==> src/rtl/mem_arbiter_if.sv <==
// Bus bundle between the pipeline (fetch + data ports), the arbiter and the unified memory.
interface mem_arbiter_if;
   logic        i_req, i_cancel, i_valid, i_stall;
   logic [15:0] i_addr, i_data;
   logic        d_req, d_wr, d_valid, d_stall;
   logic [15:0] d_addr, d_wdata, d_rdata;
   logic        mem_en, mem_wr, busy;
   logic [15:0] mem_addr, mem_wdata, mem_rdata;

   modport slave (
      input  i_req, i_addr, i_cancel, d_req, d_wr, d_addr, d_wdata, mem_rdata,
      output i_data, i_valid, i_stall, d_rdata, d_valid, d_stall,
      output mem_en, mem_wr, mem_addr, mem_wdata, busy
   );

   modport master (
      output i_req, i_addr, i_cancel, d_req, d_wr, d_addr, d_wdata, mem_rdata,
      input  i_data, i_valid, i_stall, d_rdata, d_valid, d_stall,
      input  mem_en, mem_wr, mem_addr, mem_wdata, busy
   );
endinterface

==> src/rtl/mem_arbiter.sv <==
// Fixed-priority (data over fetch) arbiter for a single-ported memory with a fixed
// per-access hold time; registered read data with one-cycle valid pulses.
module mem_arbiter #(
   parameter int LATENCY = 4
) (
   input logic          clk,
   input logic          rst,
   mem_arbiter_if.slave bus
);
   localparam int CW = $clog2(LATENCY + 1);

   typedef enum logic [1:0] {IDLE, BUSY_I, BUSY_D} state_t;

   state_t        state, state_nx;
   logic [CW-1:0] cnt, cnt_nx;
   logic          drop, drop_nx;
   logic          grant_i, grant_d, done, fetch_ok;
   logic          mem_en, mem_wr, busy;
   logic [15:0]   addr_q, wdata_q, i_data_q, d_rdata_q;
   logic          wr_q, i_valid_q, d_valid_q;
   logic          i_elig, d_elig;

   // A port is not re-granted in the cycle its own result is being delivered.
   assign i_elig   = bus.i_req & ~i_valid_q;
   assign d_elig   = bus.d_req & ~d_valid_q;
   assign fetch_ok = ~(drop | bus.i_cancel);

   always_ff @(posedge clk or posedge rst) begin
      if (rst) begin
         state <= IDLE;
         cnt   <= '0;
         drop  <= 1'b0;
      end else begin
         state <= state_nx;
         cnt   <= cnt_nx;
         drop  <= drop_nx;
      end
   end

   always_comb begin
      state_nx = state;
      cnt_nx   = cnt;
      drop_nx  = drop;
      grant_i  = 1'b0;
      grant_d  = 1'b0;
      done     = 1'b0;
      mem_en   = 1'b0;
      mem_wr   = 1'b0;
      busy     = 1'b0;
      case (state)
         IDLE: begin
            drop_nx = 1'b0;
            if (d_elig) begin
               grant_d  = 1'b1;
               state_nx = BUSY_D;
               cnt_nx   = CW'(LATENCY - 1);
            end else if (i_elig) begin
               grant_i  = 1'b1;
               state_nx = BUSY_I;
               cnt_nx   = CW'(LATENCY - 1);
               drop_nx  = bus.i_cancel;
            end
         end
         BUSY_I, BUSY_D: begin
            mem_en = 1'b1;
            busy   = 1'b1;
            mem_wr = (state == BUSY_D) & wr_q;
            if (state == BUSY_I && bus.i_cancel) drop_nx = 1'b1;
            // Memory cannot abort: a cancelled fetch still runs its full hold time.
            if (cnt == '0) begin
               done     = 1'b1;
               state_nx = IDLE;
               drop_nx  = 1'b0;
            end else begin
               cnt_nx = cnt - 1'b1;
            end
         end
         default: state_nx = IDLE;
      endcase
   end

   always_ff @(posedge clk or posedge rst) begin
      if (rst) begin
         addr_q    <= '0;
         wdata_q   <= '0;
         wr_q      <= 1'b0;
         i_data_q  <= '0;
         d_rdata_q <= '0;
         i_valid_q <= 1'b0;
         d_valid_q <= 1'b0;
      end else begin
         i_valid_q <= done & (state == BUSY_I) & fetch_ok;
         d_valid_q <= done & (state == BUSY_D);
         if (grant_d) begin
            addr_q  <= bus.d_addr;
            wdata_q <= bus.d_wdata;
            wr_q    <= bus.d_wr;
         end else if (grant_i) begin
            addr_q <= bus.i_addr;
         end
         if (done && state == BUSY_I && fetch_ok) i_data_q  <= bus.mem_rdata;
         if (done && state == BUSY_D && !wr_q)    d_rdata_q <= bus.mem_rdata;
      end
   end

   assign bus.mem_en    = mem_en;
   assign bus.mem_wr    = mem_wr;
   assign bus.busy      = busy;
   assign bus.mem_addr  = addr_q;
   assign bus.mem_wdata = wdata_q;
   assign bus.i_data    = i_data_q;
   assign bus.d_rdata   = d_rdata_q;
   assign bus.i_valid   = i_valid_q;
   assign bus.d_valid   = d_valid_q;
   assign bus.i_stall   = bus.i_req & ~i_valid_q;
   assign bus.d_stall   = bus.d_req & ~d_valid_q;
endmodule

==> src/flat_wrapper.sv <==
// flat-port wrapper written by rule: the top's interface ports become plain ports
module mem_arbiter_flat 
#(
   parameter int LATENCY = 4
)
  (clk, rst, bus_i_req, bus_i_addr, bus_i_cancel, bus_d_req, bus_d_wr, bus_d_addr, bus_d_wdata, bus_mem_rdata, bus_i_data, bus_i_valid, bus_i_stall, bus_d_rdata, bus_d_valid, bus_d_stall, bus_mem_en, bus_mem_wr, bus_mem_addr, bus_mem_wdata, bus_busy);
  mem_arbiter_if bus_i ();
  input logic clk;
  input logic rst;
  input wire logic [$bits(bus_i.i_req)-1:0] bus_i_req;
  input wire logic [$bits(bus_i.i_addr)-1:0] bus_i_addr;
  input wire logic [$bits(bus_i.i_cancel)-1:0] bus_i_cancel;
  input wire logic [$bits(bus_i.d_req)-1:0] bus_d_req;
  input wire logic [$bits(bus_i.d_wr)-1:0] bus_d_wr;
  input wire logic [$bits(bus_i.d_addr)-1:0] bus_d_addr;
  input wire logic [$bits(bus_i.d_wdata)-1:0] bus_d_wdata;
  input wire logic [$bits(bus_i.mem_rdata)-1:0] bus_mem_rdata;
  output wire logic [$bits(bus_i.i_data)-1:0] bus_i_data;
  output wire logic [$bits(bus_i.i_valid)-1:0] bus_i_valid;
  output wire logic [$bits(bus_i.i_stall)-1:0] bus_i_stall;
  output wire logic [$bits(bus_i.d_rdata)-1:0] bus_d_rdata;
  output wire logic [$bits(bus_i.d_valid)-1:0] bus_d_valid;
  output wire logic [$bits(bus_i.d_stall)-1:0] bus_d_stall;
  output wire logic [$bits(bus_i.mem_en)-1:0] bus_mem_en;
  output wire logic [$bits(bus_i.mem_wr)-1:0] bus_mem_wr;
  output wire logic [$bits(bus_i.mem_addr)-1:0] bus_mem_addr;
  output wire logic [$bits(bus_i.mem_wdata)-1:0] bus_mem_wdata;
  output wire logic [$bits(bus_i.busy)-1:0] bus_busy;
  assign bus_i.i_req = bus_i_req;
  assign bus_i.i_addr = bus_i_addr;
  assign bus_i.i_cancel = bus_i_cancel;
  assign bus_i.d_req = bus_d_req;
  assign bus_i.d_wr = bus_d_wr;
  assign bus_i.d_addr = bus_d_addr;
  assign bus_i.d_wdata = bus_d_wdata;
  assign bus_i.mem_rdata = bus_mem_rdata;
  assign bus_i_data = bus_i.i_data;
  assign bus_i_valid = bus_i.i_valid;
  assign bus_i_stall = bus_i.i_stall;
  assign bus_d_rdata = bus_i.d_rdata;
  assign bus_d_valid = bus_i.d_valid;
  assign bus_d_stall = bus_i.d_stall;
  assign bus_mem_en = bus_i.mem_en;
  assign bus_mem_wr = bus_i.mem_wr;
  assign bus_mem_addr = bus_i.mem_addr;
  assign bus_mem_wdata = bus_i.mem_wdata;
  assign bus_busy = bus_i.busy;
  mem_arbiter #(.LATENCY(LATENCY)) u_core (.clk(clk), .rst(rst), .bus(bus_i));
endmodule
==> config.mk <==
export PLATFORM = sky130hd
export DESIGN_NAME = mem_arbiter_flat
export DESIGN_NICKNAME = d
export VERILOG_FILES = /design/src/rtl/mem_arbiter_if.sv /design/src/rtl/mem_arbiter.sv /design/src/flat_wrapper.sv
export SDC_FILE = /design/constraint.sdc
export NUM_CORES = 1
export LEC_CHECK = 0
export BUFFER_PORTS_ARGS = -buffer_cell sky130_fd_sc_hd__buf_2
export CAP_MARGIN = 15
export CORE_MARGIN = 10
export CORE_UTILIZATION = 40
export DETAILED_ROUTE_END_ITERATION = 12
export PLACE_DENSITY = 0.67
export SLEW_MARGIN = 10
export SYNTH_ARGS = -nofsm -noshare
export SYNTH_HDL_FRONTEND = slang
export SYNTH_SLANG_ARGS = --single-unit
==> constraint.sdc <==
create_clock -name clk -period 5.6 [get_ports clk]
set_input_delay 0.56 -clock clk [delete_from_list [all_inputs] [get_ports clk]]
set_output_delay 0.56 -clock clk [all_outputs]
set_load 0.005 [all_outputs]
Word-level counts from Yosys, hierarchy flattened:

Cells that the tools add are included.

* register bits after elaboration: 73
* bits of input ports: 70
* word-level logic and storage cells: 65

* add/subtract/negate cells: 1
* equal/unequal tests: 6
* muxes and demuxes: 24
* bitwise logic cells: 10
* reductions and logical operators: 14

Operators by type and width (count)
* $mux 16: 2
* $mux 1: 13
* $mux 3: 3
* $and 1x1->1: 6
* $mux 2: 3
* $pmux 3 s2: 1
* $logic_and 1x1->1: 5
* $pmux 2 s2: 1
* $reduce_and 2->1: 2
* $reduce_bool 2->1: 2
* $logic_not 3->1: 1
* $ne 3x1->1 const B: 1
* $ne 3x3->1 const B: 1
* $not 1->1: 3
* $reduce_and 3->1: 1
* $sub 3x1->3 const B: 1
* $eq 2x1->1 const B: 1
* $eq 2x2->1 const B: 1
* $logic_not 2->1: 1
* $ne 2x1->1 const B: 1
* $ne 2x2->1 const B: 1
* $pmux 1 s2: 1
* $reduce_or 2->1: 1
* $logic_not 1->1: 1
* $or 1x1->1: 1

Depth between registers and ports, before layout:

* depth in word-level cells: 7
* mapped depth: 8
* depth with buffers taken out: 6

Worst setup path after synthesis:

OpenSTA, ideal clock, no wires.

* kind: register to register
* start: register u_core.state[0]
* end: register u_core.d_rdata_q[0], in the netlist u_core.bus.d_rdata[0]
* setup time: 0.125 ns
* arrival time: 1.654 ns
* setup slack: 3.821 ns
* stages on the path, launching flop included: 8
* buffers on the path: 2
* period minus slack after synthesis: 1.779 ns
* cell sequence: dfrtp_1 > inv_1 > ha_1 > and3_4 > nand2b_2 > buf_6 > buf_12 > mux2_4

* word-level cells in the longest chain between the ends: 5
* elaborated cells on any way between the ends: 6
* classes of those cells: eq/ne: 2; mux: 1; reduce/logical: 3

RTL lines
* start: declaration: RTL line mem_arbiter.sv:14 `state_t state, state_nx;`
* start signal: assignment: RTL line mem_arbiter.sv:34 `state <= state_nx;`
* $eq 2x1->1 / $eq 2x2->1 (equally long branches): RTL line mem_arbiter.sv:50, mem_arbiter.sv:102
* $reduce_or 2->1: RTL line mem_arbiter.sv:50 `case (state)`
* $mux 1: RTL line mem_arbiter.sv:50
* $logic_and 1x1->1 * (2 in series): RTL line mem_arbiter.sv:102 `if (done && state == BUSY_D && !wr_q) d_rdata_q <= bus.mem_rdata;`
* end signal: assignment: RTL line mem_arbiter.sv:102
* end: declaration: RTL line mem_arbiter.sv:19 `logic [15:0] addr_q, wdata_q, i_data_q, d_rdata_q;`

Mark *: on every way between the ends. The rest lies on a longest branch, timed or not.
A chain may end at the register's enable or synchronous reset.

Worst setup path after layout:

* start: register u_core.state[1]
* end: register u_core.addr_q[14], in the netlist u_core.bus.mem_addr[14]

* word-level cells in the longest chain between the ends: 3
* elaborated cells on any way between the ends: 5
* classes of those cells: mux: 3; reduce/logical: 2

RTL lines
* $logic_not 2->1 *: RTL line mem_arbiter.sv:50
* $mux 1: RTL line mem_arbiter.sv:50
* $mux 16 / $reduce_bool 2->1 (equally long branches)
* end signal: assignment: RTL line mem_arbiter.sv:95 `addr_q <= bus.d_addr;`
* end signal: assignment: RTL line mem_arbiter.sv:99 `addr_q <= bus.i_addr;`
* end: declaration: RTL line mem_arbiter.sv:19

Marks and branches as above.

==> key figures <==
Timing
  • Setup Total Neg Slack: 0 ns
  • Final Critical Period: 2.16 ns
  • Achievable frequency: about 460 MHz
  • Slew @ Worst Pin: 0.800 ns
  • Final WS setup: 3.44 ns
  • Slew headroom: 46.7%
  • Max Slew Vio Count: 0
  • Clock Skew: 0.00843 ns
  • Final hold viol count: 0
  • Final setup fails: 0
  • Tcrit/Tclk final: 38.5%
  • RSZ-0062 raised after global routing: no

Route
  • Routed wire length: between 7000 and 8000 um
  • Detailed Routing Iterations Pass 1: 4
  • Remaining antenna violation count after routing: 0
  • DR iter-0 viols: 63
  • Drt wl/cell: 17.3 um
  • DR vias: ~2,200
  • Vias per std cell: 4.85
  • DRC: 0

Logic synthesis
  • Predominant post-synthesis flop cell: dfrtp_1
  • Sequential share of the synthesized area: 59.2%
  • Mapped cell area: just over 3000 um^2
  • Cells after Synth: 207
  • Post-synth EDFFs: 0
  • Mux contribution to synthesized area: 19.4%
  • Number of synthesized register bits: 73
  • XOR/XNOR Fraction of Synth Area: 0%
  • Share of the synthesized area in the top cell type: 59.2%
  • Top cells by area, synth: dfrtp_1 (59%), mux2_2 (14%), o221a_2 (5.8%)
  • Post-synth cell types: 35
  • Main combinational cell family by area after synthesis: multiplexers
  • Synth warn: 0
  • Post-synth net total: 283
  • Top-count cell post-synth: dfrtp_1
  • Yosys top cell by area: dfrtp_1
  • Synth Area in Compound Gates: just under 9%
  • Post-synth ARST share: 100%
  • Synth top cells by count: dfrtp_1 (73), mux2_2 (39), o221a_2 (16), or2_2 (16), inv_1 (11)
  • Mean Syn Cell Area: about 15 um^2
  • Post-synthesis simple-gate area fraction: 6.65%
  • Adder-Cell Fraction of Synth Area: 2.43%

Cells and area
  • NumNets Final: around 430
  • Non-filler cells, final: around 460
  • Antenna cell count: 0
  • Fill count: approximately 640
  • Area Growth Syn to Fin: 32.4%
  • Layout cells sized above 1: 69.1%

Power
  • VDD IR-drop max: 0.192 mV
  • Lkg Pwr: 2.13 nW
  • Pwr Density: 483 nW/um^2
  • Power Total: 0.00197 W

Critical path
  • WP data required: 5.82 ns
  • Slowest cell delay on critical path: 0.43 ns
  • Crit end category: flip-flop
  • Reg2reg end: u_core.bus.mem_addr[14]
  • Reg2reg setup slack: between 3 and 4 ns
  • Setup crit start: u_core.state[1]
  • CP Max Fanout: 24
  • Critical path's top delay family: simple AND/OR/NAND/NOR gates
  • Crit path cell chain: inv_1 -> ha_1 -> nand3b_1 -> buf_4 -> or2_2 -> o221a_2
  • R2R cell count: 6
  • Critical path's slowest cell: nand3b_1
  • Crit path DAT: 2.37 ns
  • Worst path bufs/invs: 2
  • Worst r2r src: u_core.state[1]
  • Crit Path Class: flip-flop to flip-flop
  • Worst setup SP type: flip-flop

Flow run
  • Number of max-cap violations: 0

Global routing
  • Vias in the first global route: around 2,500
  • Global route overflow: 0
  • Pin count of the biggest net entering global routing: 54
  • Antenna violations before repair: 0
  • First-pass GRT wire length: 12,700 um
  • GRT Total Usage: 13.6%

Die
  • Die W: 108 um
  • Die ar.: approximately 12,000 um^2
  • Die Height: approximately 110 um
  • I/O pin total: 141
  • Placeable Area: 7370 um^2
  • Row Count: 31
  • Initial Util: 41.9%

Clock tree
  • Clk root buf: clkbuf_8
  • Clock sink count: 73
  • Clock latency on the worst-skew pair: 0.33 ns
  • CTS Buf Count: 9
  • Clk buf depth: 2
  • Cts hold-fix bufs: 0
  • Post_cts resized: 0
  • Total number of H-tree levels: 3
  • CTS tree: built
  • Post-CTS Setup Repair Bufs: 0
  • Clock transition at path regs: 0.08 ns

Place
  • Worst slack at placement: 3.42 ns
  • PortBufs: 140
  • Final RePlAce weighted congestion: 0.852
  • DP HPWL: 6040 um
  • Placed insts: 439

Outcome
  • Status: finished, final reports clean

Worst hold path
  • HP Class: input port to async pin
==> placed cells by master (no fill, tap or decap), types with 2 or more instances in the layout <==
cell / n
clkinv_2: 2
mux2_4: 10
ha_1: 6
dfrtp_1: 73
buf_4: 2
bufinv_16: 2
nor2_1: 2
a21oi_1: 4
o221a_2: 16
clkbuf_8: 11
inv_1: 10
or2_2: 16
mux2_2: 39
buf_2: 140
==> metrics by stage <==
| stage | utilization, % | instance area [um^2] | hold WS [ns] |
|---|---|---|---|
| 6_report | 55.4 | 4090 | 0.222 |
| 5_1_grt | 55.4 | 4090 | 0.244 |
| 4_1_cts | 55.4 | 4090 | 0.221 |
| 3_5_place_dp | 52.3 | 3860 | 0.487 |
| 3_3_place_gp | 52.3 | 3860 | 0.483 |
| 2_1_floorplan | - | 3090 | 0.466 |
==> routing by layer <==
metal  global-route usage [%]  routed length [um]  part of all wire (%)  up-vias
li1                         -                   -                     -     1032
met4                     5.25                  76                  0.96        0
met2                     21.4                3640                    46      102
met3                     5.09                 741                   9.4        8
met1                     16.6                3440                    44     1064
met5                        0                   0                     0        -
==> where the power goes <==
group	switching (W)	internal, W
logic	0.000308	0.000391
registers	0.0000931	0.000719
clock network	0.000187	0.000274
total	0.000589	0.00138
==> worst reg2reg max path, stage by stage (launching register included) <==
cell	delay, ns
dfrtp_1	0.41
inv_1	0.10
ha_1	0.28
nand3b_1	0.43
buf_4	0.38
or2_2	0.31
o221a_2	0.13
==> worst max path at each step <==
stage	endpoint	slack (ns)	depth (start not counted)
6_report	u_core.bus.mem_addr[14]	3.44	6
5_1_grt	u_core.bus.mem_addr[1]	3.29	6
4_1_cts	u_core.bus.mem_addr[14]	3.40	6
3_5_place_dp	u_core.bus.mem_addr[14]	3.42	6
3_3_place_gp	u_core.bus.mem_addr[2]	3.43	6
2_1_floorplan	u_core.bus.d_rdata[0]	3.19	1
==> state kept, by name, summed over array words and instances, names as in the netlist <==
name and cells:
u_core.bus.mem_addr 16, u_core.bus.mem_wdata 16, u_core.bus.d_valid 1, u_core.bus.i_data 16
u_core.bus.i_valid 1, u_core.bus.d_rdata 16, u_core.state 2, u_core.cnt 3
u_core.wr_q 1, u_core.drop 1
==> cells by family (layout without fill, tap and decap cells) <==
kind of cell / Yosys count / after routing
AOI/OAI and AO/OA: 28 / 28
adders and majority gates: 6 / 6
buffers and inverters: 20 / 169
DFF: 73 / 73
muxes: 50 / 50
and+or+nand+nor: 30 / 30
==> cell type report <==
type	count	area [um^2]	share of cell area, %
sequential	73	1830	44.7
multi-input combinational	114	1150	28.1
timing repair buffer	142	716	17.5
clock buffer	11	151	3.70
tap	99	124	3.03
clock inverter	5	77.6	1.90
inverter	11	41.3	1.01
Power figures use the tool's default switching activity.
